**config.mk**
```make
export PLATFORM = sky130hd
export DESIGN_NAME = bag_sched_flat
export DESIGN_NICKNAME = d
export VERILOG_FILES = /design/src/rtl/bag_sched_pkg.sv /design/src/rtl/bag_sched_if.sv /design/src/rtl/bag_prio_arb.sv /design/src/rtl/bag_sched.sv /design/src/flat_wrapper.sv
export SDC_FILE = /design/constraint.sdc
export NUM_CORES = 1
export LEC_CHECK = 0
export CORE_ASPECT_RATIO = 0.75
export CORE_UTILIZATION = 35
export CTS_CLUSTER_DIAMETER = 60
export DETAILED_ROUTE_END_ITERATION = 16
export GPL_TIMING_DRIVEN = 0
export PLACE_DENSITY = 0.7
export SLEW_MARGIN = 10
export SYNTH_ARGS = -nofsm -noshare
export SYNTH_HDL_FRONTEND = slang
export SYNTH_SLANG_ARGS = --single-unit
export TNS_END_PERCENT = 20
```
**constraint.sdc**
```tcl
create_clock -name clk -period 2.3 [get_ports clk]
set_clock_uncertainty 0.2 [all_clocks]
set_input_delay 0.23 -clock clk [delete_from_list [all_inputs] [get_ports clk]]
set_output_delay 0.23 -clock clk [all_outputs]
set_load 0.01 [all_outputs]
```
**src/rtl/bag_sched_pkg.sv**
```systemverilog
// ============================================================================
//  Module   : bag_pkg
//  Brief    : Shared bag codes, address/length defaults and FSM encodings
//             for the bag scheduler.
//  Revision : 1.0 - initial release
// ============================================================================
`default_nettype none

package bag_pkg;

  // Bag type codes presented to the bag builder
  localparam logic [3:0] BAG_DLINK = 4'b1000;
  localparam logic [3:0] BAG_DTYPE = 4'b1001;
  localparam logic [3:0] BAG_DTEMP = 4'b1010;
  localparam logic [3:0] BAG_DATA0 = 4'b1101;
  localparam logic [3:0] BAG_DATA1 = 4'b1110;

  localparam logic [11:0] c_HALF0_ADDR = 12'h000;
  localparam logic [11:0] c_HALF1_ADDR = 12'h800;
  localparam logic [11:0] c_DATA_BLEN  = 12'd514;
  localparam logic [11:0] c_CTRL_BLEN  = 12'd2;
  localparam logic [15:0] c_TMO_CYC    = 16'd2048;

  typedef enum logic [2:0] {
    M_IDLE = 3'd0,
    M_ARB  = 3'd1,
    M_WORK = 3'd2,
    M_REL  = 3'd3,
    M_HOLD = 3'd4
  } mk_state_e;

  typedef enum logic [1:0] {
    T_IDLE = 2'd0,
    T_BUSY = 2'd1,
    T_REL  = 2'd2
  } tx_state_e;

  // RAM base of a ping-pong half
  function automatic logic [11:0] half_base(input logic half,
                                            input logic [11:0] base0,
                                            input logic [11:0] base1);
    return half ? base1 : base0;
  endfunction

endpackage

`default_nettype wire

```
**src/rtl/bag_sched_if.sv**
```systemverilog
// ============================================================================
//  Module   : bag_sched_if
//  Brief    : Request, bag-builder and transmitter handshake bundle of the
//             bag scheduler. master = scheduler side, slave = environment.
//  Revision : 1.0 - initial release
// ============================================================================
`default_nettype none

interface bag_sched_if;

  logic [3:0]  req;
  logic [3:0]  req_ack;
  logic        mk_fs;
  logic        mk_fd;
  logic [3:0]  mk_btype;
  logic [11:0] mk_addr;
  logic        tx_fs;
  logic        tx_fd;
  logic [11:0] tx_addr;
  logic [11:0] tx_len;
  logic        err;

  modport master (
    input  req, mk_fd, tx_fd,
    output req_ack, mk_fs, mk_btype, mk_addr, tx_fs, tx_addr, tx_len, err
  );

  modport slave (
    output req, mk_fd, tx_fd,
    input  req_ack, mk_fs, mk_btype, mk_addr, tx_fs, tx_addr, tx_len, err
  );

endinterface

`default_nettype wire

```
**src/rtl/bag_prio_arb.sv**
```systemverilog
// ============================================================================
//  Module   : bag_prio_arb
//  Brief    : Combinational fixed-priority arbiter DLINK > DTYPE > DTEMP >
//             DATA; returns a one-hot grant and the bag type to build.
//  Revision : 1.0 - initial release
// ============================================================================
`default_nettype none

module bag_prio_arb
  import bag_pkg::*;
(
  input  logic [3:0] req,
  input  logic       data_tog,
  output logic [3:0] grant,
  output logic [3:0] btype,
  output logic       valid
);

  always_comb begin
    grant = 4'b0000;
    btype = BAG_DATA0;
    valid = |req;
    if (req[3]) begin
      grant = 4'b1000;
      btype = BAG_DLINK;
    end else if (req[2]) begin
      grant = 4'b0100;
      btype = BAG_DTYPE;
    end else if (req[1]) begin
      grant = 4'b0010;
      btype = BAG_DTEMP;
    end else if (req[0]) begin
      grant = 4'b0001;
      btype = data_tog ? BAG_DATA1 : BAG_DATA0;
    end
  end

endmodule

`default_nettype wire

```
**src/rtl/bag_sched.sv**
```systemverilog
// ============================================================================
//  Module   : bag_sched
//  Brief    : Bag build/transmit scheduler with ping-pong RAM halves and
//             DATA0/DATA1 alternation. Optional fd watchdog enabled by
//             defining BAG_SCHED_TIMEOUT_EN.
//  Revision : 1.0 - initial release
// ============================================================================
`default_nettype none

module bag_sched
  import bag_pkg::*;
#(
  parameter logic [11:0] HALF0_ADDR = c_HALF0_ADDR,
  parameter logic [11:0] HALF1_ADDR = c_HALF1_ADDR,
  parameter logic [11:0] DATA_BLEN  = c_DATA_BLEN,
  parameter logic [11:0] CTRL_BLEN  = c_CTRL_BLEN,
  parameter logic [15:0] TMO_CYC    = c_TMO_CYC
) (
  input  logic        clk,
  input  logic        rst_n,
  bag_sched_if.master bus
);

  mk_state_e   r_mstate, w_mstate_nxt;
  tx_state_e   r_tstate, w_tstate_nxt;

  logic [3:0]  r_grant;
  logic [3:0]  r_btype;
  logic [11:0] r_mk_addr;
  logic [11:0] r_tx_addr;
  logic [11:0] r_tx_len;
  logic [3:0]  r_req_ack;
  logic        r_half;
  logic        r_dtog;

  logic [3:0]  w_grant;
  logic [3:0]  w_btype;
  logic        w_valid;
  logic        w_latch;
  logic        w_handoff;
  logic        w_tx_idle;
  logic        w_tmo;

  bag_prio_arb u_arb (
    .req      (bus.req),
    .data_tog (r_dtog),
    .grant    (w_grant),
    .btype    (w_btype),
    .valid    (w_valid)
  );

  assign w_tx_idle = (r_tstate == T_IDLE);

  // ---------------------------------------------------------------- make FSM
  always_ff @(posedge clk or negedge rst_n) begin
    if (!rst_n) begin
      r_mstate <= M_IDLE;
    end else begin
      r_mstate <= w_mstate_nxt;
    end
  end

  always_comb begin
    w_mstate_nxt = r_mstate;
    w_latch      = 1'b0;
    w_handoff    = 1'b0;
    bus.mk_fs    = (r_mstate == M_WORK);
    case (r_mstate)
      M_IDLE: w_mstate_nxt = M_ARB;
      M_ARB: begin
        if (w_valid) begin
          w_latch      = 1'b1;
          w_mstate_nxt = M_WORK;
        end
      end
      M_WORK: begin
        // a late fd still wins over a watchdog expiring in the same cycle
        if (bus.mk_fd) begin
          w_mstate_nxt = M_REL;
        end else if (w_tmo) begin
          w_mstate_nxt = M_ARB;
        end
      end
      M_REL: begin
        if (!bus.mk_fd) begin
          if (w_tx_idle) begin
            w_handoff    = 1'b1;
            w_mstate_nxt = M_ARB;
          end else begin
            w_mstate_nxt = M_HOLD;
          end
        end
      end
      M_HOLD: begin
        if (w_tx_idle) begin
          w_handoff    = 1'b1;
          w_mstate_nxt = M_ARB;
        end
      end
      default: w_mstate_nxt = M_IDLE;
    endcase
  end

  // ------------------------------------------------------------------ tx FSM
  always_ff @(posedge clk or negedge rst_n) begin
    if (!rst_n) begin
      r_tstate <= T_IDLE;
    end else begin
      r_tstate <= w_tstate_nxt;
    end
  end

  always_comb begin
    w_tstate_nxt = r_tstate;
    bus.tx_fs    = (r_tstate == T_BUSY);
    case (r_tstate)
      T_IDLE:  if (w_handoff)  w_tstate_nxt = T_BUSY;
      T_BUSY:  if (bus.tx_fd)  w_tstate_nxt = T_REL;
      T_REL:   if (!bus.tx_fd) w_tstate_nxt = T_IDLE;
      default: w_tstate_nxt = T_IDLE;
    endcase
  end

  // ---------------------------------------------------------------- datapath
  always_ff @(posedge clk or negedge rst_n) begin
    if (!rst_n) begin
      r_grant   <= 4'b0000;
      r_btype   <= 4'b0000;
      r_mk_addr <= HALF0_ADDR;
      r_tx_addr <= HALF0_ADDR;
      r_tx_len  <= 12'd0;
      r_req_ack <= 4'b0000;
      r_half    <= 1'b0;
      r_dtog    <= 1'b0;
    end else begin
      r_req_ack <= w_handoff ? r_grant : 4'b0000;
      if (w_latch) begin
        r_grant   <= w_grant;
        r_btype   <= w_btype;
        r_mk_addr <= half_base(r_half, HALF0_ADDR, HALF1_ADDR);
      end
      // r_mk_addr still holds the half just built, which is the one to send
      if (w_handoff) begin
        r_tx_addr <= r_mk_addr;
        r_tx_len  <= r_grant[0] ? DATA_BLEN : CTRL_BLEN;
        r_half    <= ~r_half;
        if (r_grant[0]) begin
          r_dtog <= ~r_dtog;
        end
      end
    end
  end

  assign bus.mk_btype = r_btype;
  assign bus.mk_addr  = r_mk_addr;
  assign bus.tx_addr  = r_tx_addr;
  assign bus.tx_len   = r_tx_len;
  assign bus.req_ack  = r_req_ack;

  // ---------------------------------------------------------------- watchdog
`ifdef BAG_SCHED_TIMEOUT_EN
  logic [15:0] r_tmo_cnt;
  logic        r_err;

  assign w_tmo = (r_mstate == M_WORK) && (r_tmo_cnt == (TMO_CYC - 16'd1));

  always_ff @(posedge clk or negedge rst_n) begin
    if (!rst_n) begin
      r_tmo_cnt <= 16'd0;
      r_err     <= 1'b0;
    end else begin
      if (w_latch) begin
        r_tmo_cnt <= 16'd0;
      end else if (r_mstate == M_WORK) begin
        r_tmo_cnt <= r_tmo_cnt + 16'd1;
      end
      if (w_tmo && !bus.mk_fd) begin
        r_err <= 1'b1;
      end
    end
  end

  assign bus.err = r_err;
`else
  logic w_unused_tmo;

  assign w_unused_tmo = ^TMO_CYC;
  assign w_tmo        = 1'b0;
  assign bus.err      = 1'b0;
`endif

endmodule

`default_nettype wire

```
**src/flat_wrapper.sv**
```systemverilog
// flat-port wrapper written by rule: the top's interface ports become plain ports
module bag_sched_flat import bag_pkg::*;
#(
  parameter logic [11:0] HALF0_ADDR = c_HALF0_ADDR,
  parameter logic [11:0] HALF1_ADDR = c_HALF1_ADDR,
  parameter logic [11:0] DATA_BLEN  = c_DATA_BLEN,
  parameter logic [11:0] CTRL_BLEN  = c_CTRL_BLEN,
  parameter logic [15:0] TMO_CYC    = c_TMO_CYC
)
  (clk, rst_n, bus_req, bus_mk_fd, bus_tx_fd, bus_req_ack, bus_mk_fs, bus_mk_btype, bus_mk_addr, bus_tx_fs, bus_tx_addr, bus_tx_len, bus_err);
  bag_sched_if bus_i ();
  input  logic clk;
  input  logic rst_n;
  input wire logic [$bits(bus_i.req)-1:0] bus_req;
  input wire logic [$bits(bus_i.mk_fd)-1:0] bus_mk_fd;
  input wire logic [$bits(bus_i.tx_fd)-1:0] bus_tx_fd;
  output wire logic [$bits(bus_i.req_ack)-1:0] bus_req_ack;
  output wire logic [$bits(bus_i.mk_fs)-1:0] bus_mk_fs;
  output wire logic [$bits(bus_i.mk_btype)-1:0] bus_mk_btype;
  output wire logic [$bits(bus_i.mk_addr)-1:0] bus_mk_addr;
  output wire logic [$bits(bus_i.tx_fs)-1:0] bus_tx_fs;
  output wire logic [$bits(bus_i.tx_addr)-1:0] bus_tx_addr;
  output wire logic [$bits(bus_i.tx_len)-1:0] bus_tx_len;
  output wire logic [$bits(bus_i.err)-1:0] bus_err;
  assign bus_i.req = bus_req;
  assign bus_i.mk_fd = bus_mk_fd;
  assign bus_i.tx_fd = bus_tx_fd;
  assign bus_req_ack = bus_i.req_ack;
  assign bus_mk_fs = bus_i.mk_fs;
  assign bus_mk_btype = bus_i.mk_btype;
  assign bus_mk_addr = bus_i.mk_addr;
  assign bus_tx_fs = bus_i.tx_fs;
  assign bus_tx_addr = bus_i.tx_addr;
  assign bus_tx_len = bus_i.tx_len;
  assign bus_err = bus_i.err;
  bag_sched #(.HALF0_ADDR(HALF0_ADDR), .HALF1_ADDR(HALF1_ADDR), .DATA_BLEN(DATA_BLEN), .CTRL_BLEN(CTRL_BLEN), .TMO_CYC(TMO_CYC)) u_core (.clk(clk), .rst_n(rst_n), .bus(bus_i));
endmodule
```
==> run metrics <==
DR pass1 iterations 4; reg2reg end u_core.bus.mk_addr[11]$_DFFE_PN0P_; post-synthesis mux area share 0.0364; CTS clk-pin slew, worst paths 0.08 ns; final setup margin 0.270 ns; crit path capture bus_mk_fs; vias in the first global route 792; post-CTS setup buffers 0; Min-Delay Path Class flip-flop to flip-flop; r2r setup slk 0.52 ns; via count 825; Reg area 576 um2; leading area contributor after synthesis dfrtp_1; H-tree Lvls 1; YS warnings 0; critical-path maximum fanout 7; Multi-input gate area 458 um2; crit path launch u_core.r_mstate[1]$_DFFE_PN0P_; ANT cells 0; DRC 0; status complete, no violations; fin. max-slew vios 0; PortBufs 21; Setup TNS 0 ns; cell total after placement 208; post_cts resized 0; DR vias/cell 3.89; Worst R2R Start u_core.r_mstate[0]$_DFFE_PN0P_; Syn Std Cell Area 0.00120 mm2; CTS tree done; Antenna Nets Post-Route 0; worst-case clock buffer depth 2; Compound-Gate Fraction of Synth Area 0.101; Post-synth EDFFs 0; hpwl dp 1660 um; Yosys reg bits 23; first-pass GRT wire length 3470 um; WP data arrival 1.60 ns; area share of xor/xnor cells in the synthesized design 0.0146; syn avg cell area 10.5 um2; relative slew slack 0.345; Post-Synth Simple-Gate Area 0.126; register area share after synthesis 0.479; Cell Rows 18; CP required 1.87 ns; Max Cap Viol 0; # IOs 55; Core ar. 0.00329 mm2; Sink Count 23; area share of the largest cell type after synthesis 0.479; final RePlAce weighted congestion 0.710; layout cells sized above 1 0.238; number of buffers created by CTS 3; RSZ-0062 raised after global routing false; Layout Cells excl Fill 212; library cells used by synthesis 31; Layout fillers 290; adder-cell share of the synthesized area 0; largest family of logic cells by synthesized area buffers and inverters; Reg2Reg Depth 4; CP Launch Type flip-flop; min cycle time layout 2.03 ns; clock latency on the worst-skew pair 0.26 ns; root buffer cell clkbuf_8; drt initial violations 23; Cells after Synth 115; die area 0.00368 mm2; area grow syn2layout 35.4%; largest net degree at the start of global routing 24; Leakage 0.829 nW; FMAX 0.493 GHz; Chip Width 69.7 um; pwr/cell area 955 mW/mm2; actual transition at the worst max-transition pin 0.979 ns; top cells by area, synth dfrtp_1 (48%), buf_4 (21%), nor2_1 (3.1%), inv_1 (2.8%), mux2_1 (2.8%); Post-Route WL 2090 um; Routed WL per cell 9.83 um; CTS Hold Buffers Added 0; Post-synth top flop dfrtp_1; most frequent cells after synthesis buf_4 (34), dfrtp_1 (23), nor2_1 (10), inv_1 (9), a21oi_1 (4); Final period util 0.883; pre-CTS WS 0.248 ns; Final nets 181; final hold vios 0; Worst Setup Path Type flip-flop to primary output; crit end category primary output; ys async rst share 1.00; global route overflow 0; die height 52.8 um; initial antenna violation count 0; VDD IR max 284 uV; Setup Viol. Count Final 0; most instantiated library cell after synthesis buf_4; Initial Util 0.366; GRT Overall Usage 0.122
==> worst max-delay path, cell delays in order (launching register included) <==
cell and delay, ns:
dfrtp_1 0.49, inv_1 0.09, nor3_1 0.19, clkdlybuf4s50_1 0.57
==> stage by stage <==
step           cell area, um2  hold WS, ns   util  total power (W)
3_3_place_gp             1580        0.247  0.481          0.00130
5_1_grt                  1630        0.298  0.495          0.00168
6_report                 1630        0.274  0.495          0.00155
4_1_cts                  1630        0.281  0.495          0.00157
3_5_place_dp             1580        0.263  0.481          0.00133
2_1_floorplan            1320       -0.266      -          0.00108
==> registers in the layout, summed over array words and instances (netlist names) <==
register,cells
u_core.bus.mk_btype,4
u_core.bus.req_ack,4
u_core.r_grant,4
u_core.r_mstate,3
u_core.bus.tx_len,2
u_core.r_tstate,2
u_core.bus.mk_addr,1
u_core.bus.tx_addr,1
u_core.r_dtog,1
u_core.r_half,1
==> routing by layer <==
metal / vias to the layer above / share of wire / wire (um) / GRT usage
met5: - / 0 / 0 / 0
met4: 0 / 0 / 0 / 0.0100
met3: 0 / 0.081 / 168 / 0.0500
met2: 34 / 0.50 / 1050 / 0.231
met1: 369 / 0.42 / 870 / 0.134
li1: 422 / - / - / -
==> power breakdown <==
part	internal, W	switching [W]	total (W)
logic	0.000357	0.000300	0.000657
clock network	0.000123	0.000119	0.000243
registers	0.000551	0.000104	0.000655
==> cells by family after synthesis <==
family | after synthesis
buffers and inverters | 43
AOI/OAI and AO/OA | 17
DFF | 23
other | 1
xor gates and xnor gates | 2
and+or+nand+nor | 25
muxes | 4
==> worst min-delay path by stage <==
stage / end / from / depth (start not counted)
2_1_floorplan: u_core.bus.mk_addr[11]$_DFFE_PN0P_ / rst_n / 0
3_3_place_gp: u_core.bus.mk_btype[3]$_DFFE_PN0P_ / u_core.bus.mk_btype[3]$_DFFE_PN0P_ / 1
3_5_place_dp: u_core.bus.mk_btype[3]$_DFFE_PN0P_ / u_core.bus.mk_btype[3]$_DFFE_PN0P_ / 1
4_1_cts: u_core.bus.mk_btype[3]$_DFFE_PN0P_ / u_core.bus.mk_btype[3]$_DFFE_PN0P_ / 1
5_1_grt: u_core.bus.mk_btype[3]$_DFFE_PN0P_ / u_core.bus.mk_btype[3]$_DFFE_PN0P_ / 1
6_report: u_core.bus.mk_btype[3]$_DFFE_PN0P_ / u_core.bus.mk_btype[3]$_DFFE_PN0P_ / 1
==> area by class of cell <==
class                   count  area share
well taps                  40      0.0307
inverters                   9      0.0208
flip-flops and latches     23       0.354
multi-input cells          81       0.281
repair buffers             21       0.129
clock buffers               4      0.0277
plain buffers              34       0.157
==> cell usage in the layout, fill, tap and decap left out, drive strengths merged, types with 4 or more instances in the layout <==
| cell type | synthesis | final |
|---|---|---|
| buf | 34 | 34 |
| conb | 1 | 33 |
| dfrtp | 23 | 23 |
| clkdlybuf4s50 | 0 | 21 |
| nor2 | 10 | 10 |
| inv | 9 | 9 |
| o21ai | 6 | 6 |
| a21oi | 4 | 4 |
| clkbuf | 0 | 4 |
(Power assumes the default switching activity.)
